[config.mk]
export PLATFORM = sky130hd
export DESIGN_NAME = pipe_hazard_ctrl
export DESIGN_NICKNAME = d
export VERILOG_FILES = /design/src/rtl/pipe_ctrl_pkg.sv /design/src/rtl/load_use_detect.sv /design/src/rtl/pipe_hazard_ctrl.sv
export SDC_FILE = /design/constraint.sdc
export NUM_CORES = 1
export LEC_CHECK = 0
export ABC_AREA = 1
export CAP_MARGIN = 30
export CORE_AREA = 2 2 88 111
export DETAILED_ROUTE_END_ITERATION = 16
export DIE_AREA = 0 0 90 113
export PLACE_DENSITY = 0.77
export SETUP_SLACK_MARGIN = 0.4
export SLEW_MARGIN = 20
export SYNTH_ARGS = -nofsm -noshare
export SYNTH_HDL_FRONTEND = slang
export SYNTH_SLANG_ARGS = --single-unit
[constraint.sdc]
create_clock -name CLK -period 2.1 [get_ports CLK]
set_input_delay 0.63 -clock CLK [delete_from_list [all_inputs] [get_ports CLK]]
set_output_delay 0.63 -clock CLK [all_outputs]
set_load 0.05 [all_outputs]
[src/rtl/pipe_ctrl_pkg.sv]
// pipe_ctrl_pkg: shared definitions for the pipeline hazard sequencer and decoder.
//   state_t         sequencer states (RUN, DRAIN, HALTED)
//   HALT_*_INSN     the two-instruction termination sequence recognised by the decoder
//   CTRL_*          control vectors, bit order
//                   {pc_write, if_id_we, id_ex_we, ex_mem_we, mem_wb_we, flush_if_id, flush_id_ex}
package pipe_ctrl_pkg;

    typedef enum logic [1:0] {
        RUN    = 2'd0,
        DRAIN  = 2'd1,
        HALTED = 2'd2
    } state_t;

    // addi x1,x0,12 marks the following jalr x0,0(x1) as the program exit
    localparam logic [31:0] HALT_MARKER_INSN = 32'h00c00093;
    localparam logic [31:0] HALT_JALR_INSN   = 32'h00008067;

    localparam logic [6:0] CTRL_FREEZE   = 7'b0000000;
    localparam logic [6:0] CTRL_RESET    = 7'b0000011;
    localparam logic [6:0] CTRL_RUN      = 7'b1111100;
    localparam logic [6:0] CTRL_REDIRECT = 7'b1111111;
    localparam logic [6:0] CTRL_BUBBLE   = 7'b0011101;
    localparam logic [6:0] CTRL_HALT_ID  = 7'b0111110;
    localparam logic [6:0] CTRL_DRAIN    = 7'b0111111;

endpackage

[src/rtl/load_use_detect.sv]
// load_use_detect: combinational load-use hazard compare between ID and EX.
//   i_ex_valid, i_ex_is_load, i_ex_rd          EX stage load description
//   i_id_valid, i_id_rs1/2, i_id_uses_rs1/2    ID stage source operands
//   o_load_use                                 ID needs a value EX has not loaded yet
module load_use_detect (
    input  logic       i_ex_valid,
    input  logic       i_ex_is_load,
    input  logic [4:0] i_ex_rd,
    input  logic       i_id_valid,
    input  logic [4:0] i_id_rs1,
    input  logic [4:0] i_id_rs2,
    input  logic       i_id_uses_rs1,
    input  logic       i_id_uses_rs2,
    output logic       o_load_use
);

    logic w_rs1_hit;
    logic w_rs2_hit;

    assign w_rs1_hit  = i_id_uses_rs1 && (i_id_rs1 == i_ex_rd);
    assign w_rs2_hit  = i_id_uses_rs2 && (i_id_rs2 == i_ex_rd);
    // x0 is hardwired, so a load into it never creates a dependency
    assign o_load_use = i_ex_valid && i_ex_is_load && (i_ex_rd != 5'd0) && i_id_valid
                        && (w_rs1_hit || w_rs2_hit);

endmodule

[src/rtl/pipe_hazard_ctrl.sv]
// pipe_hazard_ctrl: stall/flush sequencer for the 5-stage pipeline with drain-to-halt.
//   CLK, RSTn                         clock, synchronous active-low reset
//   id_* / ex_* / mem_wait            hazard sources from ID, EX and data memory
//   pc_write, *_we                    PC and pipeline register write enables (Mealy)
//   flush_if_id, flush_id_ex          load a NOP into that register when its enable is 1
//   halt                              registered, program terminated
//   stall_cycles, flush_count         saturating performance counters
module pipe_hazard_ctrl
    import pipe_ctrl_pkg::*;
#(
    parameter int DRAIN_CYCLES = 3,
    parameter int CNT_W        = 32
) (
    input  logic             CLK,
    input  logic             RSTn,
    input  logic             id_valid,
    input  logic [4:0]       id_rs1,
    input  logic [4:0]       id_rs2,
    input  logic             id_uses_rs1,
    input  logic             id_uses_rs2,
    input  logic             id_halt,
    input  logic             ex_valid,
    input  logic             ex_is_load,
    input  logic [4:0]       ex_rd,
    input  logic             ex_mispredict,
    input  logic             mem_wait,
    output logic             pc_write,
    output logic             if_id_we,
    output logic             id_ex_we,
    output logic             ex_mem_we,
    output logic             mem_wb_we,
    output logic             flush_if_id,
    output logic             flush_id_ex,
    output logic             halt,
    output logic [CNT_W-1:0] stall_cycles,
    output logic [CNT_W-1:0] flush_count
);

    localparam int DW = $clog2(DRAIN_CYCLES + 1);

    state_t           r_state;
    state_t           w_state_nxt;
    logic [DW-1:0]    r_cnt;
    logic [DW-1:0]    w_cnt_nxt;
    logic             r_halt;
    logic [CNT_W-1:0] r_stall;
    logic [CNT_W-1:0] r_flush;
    logic [6:0]       w_ctrl;
    logic             w_load_use;
    logic             w_stall_inc;
    logic             w_flush_inc;
    logic             w_go_drain;

    load_use_detect u_lud (
        .i_ex_valid    (ex_valid),
        .i_ex_is_load  (ex_is_load),
        .i_ex_rd       (ex_rd),
        .i_id_valid    (id_valid),
        .i_id_rs1      (id_rs1),
        .i_id_rs2      (id_rs2),
        .i_id_uses_rs1 (id_uses_rs1),
        .i_id_uses_rs2 (id_uses_rs2),
        .o_load_use    (w_load_use)
    );

    always_ff @(posedge CLK) begin
        if (!RSTn) begin
            r_state <= RUN;
            r_cnt   <= '0;
            r_halt  <= 1'b0;
        end else begin
            r_state <= w_state_nxt;
            r_cnt   <= w_cnt_nxt;
            r_halt  <= (w_state_nxt == HALTED);
        end
    end

    // Drain count only advances on cycles the pipeline actually moves
    always_comb begin
        w_state_nxt = r_state;
        w_cnt_nxt   = r_cnt;
        case (r_state)
            RUN: begin
                w_state_nxt = w_go_drain ? DRAIN : RUN;
                w_cnt_nxt   = w_go_drain ? DW'(DRAIN_CYCLES) : r_cnt;
            end
            DRAIN: begin
                w_state_nxt = (!mem_wait && r_cnt == DW'(1)) ? HALTED : DRAIN;
                w_cnt_nxt   = mem_wait ? r_cnt : r_cnt - DW'(1);
            end
            default: ;
        endcase
    end

    // Priority in RUN: freeze > redirect > load-use bubble > halt entry
    always_comb begin
        w_ctrl      = CTRL_FREEZE;
        w_stall_inc = 1'b0;
        w_flush_inc = 1'b0;
        w_go_drain  = 1'b0;
        if (!RSTn) begin
            w_ctrl = CTRL_RESET;
        end else begin
            case (r_state)
                RUN: begin
                    if (mem_wait) begin
                        w_stall_inc = 1'b1;
                    end else if (ex_valid && ex_mispredict) begin
                        w_ctrl      = CTRL_REDIRECT;
                        w_flush_inc = 1'b1;
                    end else if (w_load_use) begin
                        w_ctrl      = CTRL_BUBBLE;
                        w_stall_inc = 1'b1;
                    end else if (id_valid && id_halt) begin
                        w_ctrl     = CTRL_HALT_ID;
                        w_go_drain = 1'b1;
                    end else begin
                        w_ctrl = CTRL_RUN;
                    end
                end
                DRAIN: begin
                    w_ctrl      = mem_wait ? CTRL_FREEZE : CTRL_DRAIN;
                    w_stall_inc = mem_wait;
                end
                default: ;
            endcase
        end
    end

    assign {pc_write, if_id_we, id_ex_we, ex_mem_we, mem_wb_we, flush_if_id, flush_id_ex} = w_ctrl;

    always_ff @(posedge CLK) begin
        if (!RSTn) begin
            r_stall <= '0;
            r_flush <= '0;
        end else begin
            if (w_stall_inc && r_stall != '1)
                r_stall <= r_stall + CNT_W'(1);
            if (w_flush_inc && r_flush != '1)
                r_flush <= r_flush + CNT_W'(1);
        end
    end

    assign halt         = r_halt;
    assign stall_cycles = r_stall;
    assign flush_count  = r_flush;

endmodule

==> run metrics <==
register area share after synthesis 29.9%; global-route usage over all layers 31.2%; clk sinks 69; clock buffer count from CTS 9; CP max-delay cell nand4_1; combinational power share 16.2%; first-pass GRT wire length 26100 um; # rows 39; CTS HTree Levels 3; wire per inst 19.0 um; final wirelength 19500 um; Crit path arrival time 1.68 ns; hold path depth 2; GP Congestion 0.964; post-layout instance area 7690 um^2; Power Dens Cells 436 nW/um^2; clk slew on worst S/H paths 0.05 ns; CTS tree yes; Initial Utilization 51.0%; sequential share of power 39.4%; crit path kind in2out; Mapped Cells 741; Die Y 113 um; failing checks setup timing; Crit path top cell by count nand2_4; I/O pins 97; most frequent cells in the layout 171 x nand2_1, 88 x buf_4, 78 x nor2_1; Hold Fails Final Rpt 0; Sw Pwr 893 uW; port bufs 96; DRC violations left 0; Least-Margin Pin Slew 0.817 ns; Worst R2R Path Depth 14; share of cells above drive strength 1 49.3%; post-route ant nets 0; Final Power 3350 uW; Initial DRC Count 420; Sw Ratio 26.6%; top cell type's share of synthesized area 29.9%; pre-CTS WS -0.738 ns; final-report setup violation count 4; Nets 927; Synth warnings 0; VDD IR max 0.000423 V; hold buffers post-CTS 0; final worst slack -0.208 ns; fmax 433 MHz; Synth area leaders dfxtp_1 30%, nand2_1 21%, nor2_1 7.5%, nand4_1 6.2%, a21oi_1 6.2%; post-synthesis async set-or-reset flop share 0%; EDFF count, synth 0; crit-path max FO 4; area grow syn2layout 66.2%; Root Driver clkbuf_16; area of the die 10200 um^2; total gr overflow 0; total negative setup slack -0.763 ns; synthesized area 4630 um^2; Pleak 0.00323 uW; clk_lat worst skew 0.34 ns; Primary FF master, synth dfxtp_1; Internal Power 2460 uW; Ant. Diodes 0; Mean Syn Cell Area 6.24 um^2; chip width 90 um; most area-hungry cell type in the Yosys netlist dfxtp_1; number of antenna violations at the first check in global routing 0; DRT Pass-1 Iters 5; max-slew violations 0; core area 9080 um^2; Min Clock Period, post-route 2.31 ns; via density per instance 5.89; CP peak stage delay 0.17 ns; Syn Nets 769; max_slew headroom 45.6%; Post-DP HPWL 10700 um; RSZ-0062 raised after global routing yes; part of the cycle the worst path needs 110%; startpoint types input port; commonest non-fill, non-tap cell in the layout nand2_1; outcome finished, violations left; Vias 6049; max cap viols 0; flop and latch count out of synthesis 69; Critical Path, Cell by Cell buf_12, clkinv_8, nand2_4, nand2_4, nor2_4, nand3_2, nand2_2, nand2_4, nand4_1, o21ai_4, buf_12; vias in the first global route 5554; DP Area 5920 um^2; largest net degree at the start of global routing 57; clock skew 0.00891 ns; Min-Delay Path Class reg2reg; clock share of power 44.4%; Critical Path End Type primary output; distinct cell type count of the synthesized netlist 32; deepest clock path buffer count 2; required time worst endpoint 1.47 ns
## final cells by class
type                       instances  area (um^2)
clock buffer                      15          278
clock inverter                     1         5.00
fill                             507         1390
inverter                          56          269
multi-input combinational        589         3680
sequential                        69         1470
tap                              123          154
timing repair buffer             174         1830
## state kept, by name, summed over array words and instances (netlist names)
name and flops:
flush_count 32, stall_cycles 32, r_cnt 2, r_state 2
halt 1
## path summary, 6_finish.rpt
| path | startpoint | end | slack (ns) |
|---|---|---|---|
| setup reg to reg | flush_count[0] | flush_count[9] | 0.07 |
| hold / removal | flush_count[30] | flush_count[30] | 0.49 |
| setup / recovery | ex_rd[4] | pc_write | -0.21 |
| hold reg to reg | flush_count[30] | flush_count[30] | 0.49 |
## logic make-up after synthesis
| group | synth area share (%) |
|---|---|
| buffers and inverters | 8.49 |
| adders and majority gates | 0.812 |
| and+or+nand+nor | 46.8 |
| AOI/OAI and AO/OA | 7.93 |
| xor gates and xnor gates | 6.06 |
| DFF | 29.9 |
## synthesized netlist by cell type, types with 2 or more instances
cell and count:
a21oi_1 57, xnor2_1 8, inv_1 52, nand2_4 2
nor2_2 5, nor2_4 5, nand2_2 6, buf_6 7
ha_1 3, and3_1 6, inv_2 3, o21ai_0 7
clkbuf_1 9, nand3b_1 15, o21ai_1 2, dfxtp_1 69
o21a_1 3, buf_2 7, nor2_1 93, nand4_1 46
nand3_1 21, buf_4 4, nor3_1 20, xor2_1 24
nand2_1 260
## worst max-delay path: cells and delay by family
family	cells	cell delay [ns]
compound gates	1	0.09
buf+inv	3	0.29
simple gates	7	0.66
## timing repair
item                                    CTS  global route
endpoints found under the setup margin   82            78
setup buffers                            22            18
hold endpoints to repair                  0             0
pin swaps                                44            40
cloned                                    5             2
resized for setup                       236           176
## layer usage
metal / track usage [%] / vias up / wire, um
met5: 0 / - / 0
met4: 17.8 / 0 / 1340
met3: 4.19 / 126 / 1320
met2: 58.0 / 353 / 9900
met1: 34.0 / 2832 / 6920
li1: - / 2738 / -
## stage by stage
stage               utilization, %  std cells  hold WS (ns)
floorplan                        -        741         0.507
finish                        84.7       1027         0.495
global route                  84.7       1027         0.500
CTS                           76.3       1007         0.490
detailed placement            65.2        964         0.476
global placement              65.2        964         0.475
## power groups by stage
stage	Sequential (uW)	Combinational, uW	Clock [uW]
floorplan	1360	177	0
global placement	1350	326	0
detailed placement	1350	332	0
CTS	1320	440	1460
global route	1320	563	1550
finish	1320	543	1490
Power figures use the tool's default switching activity.
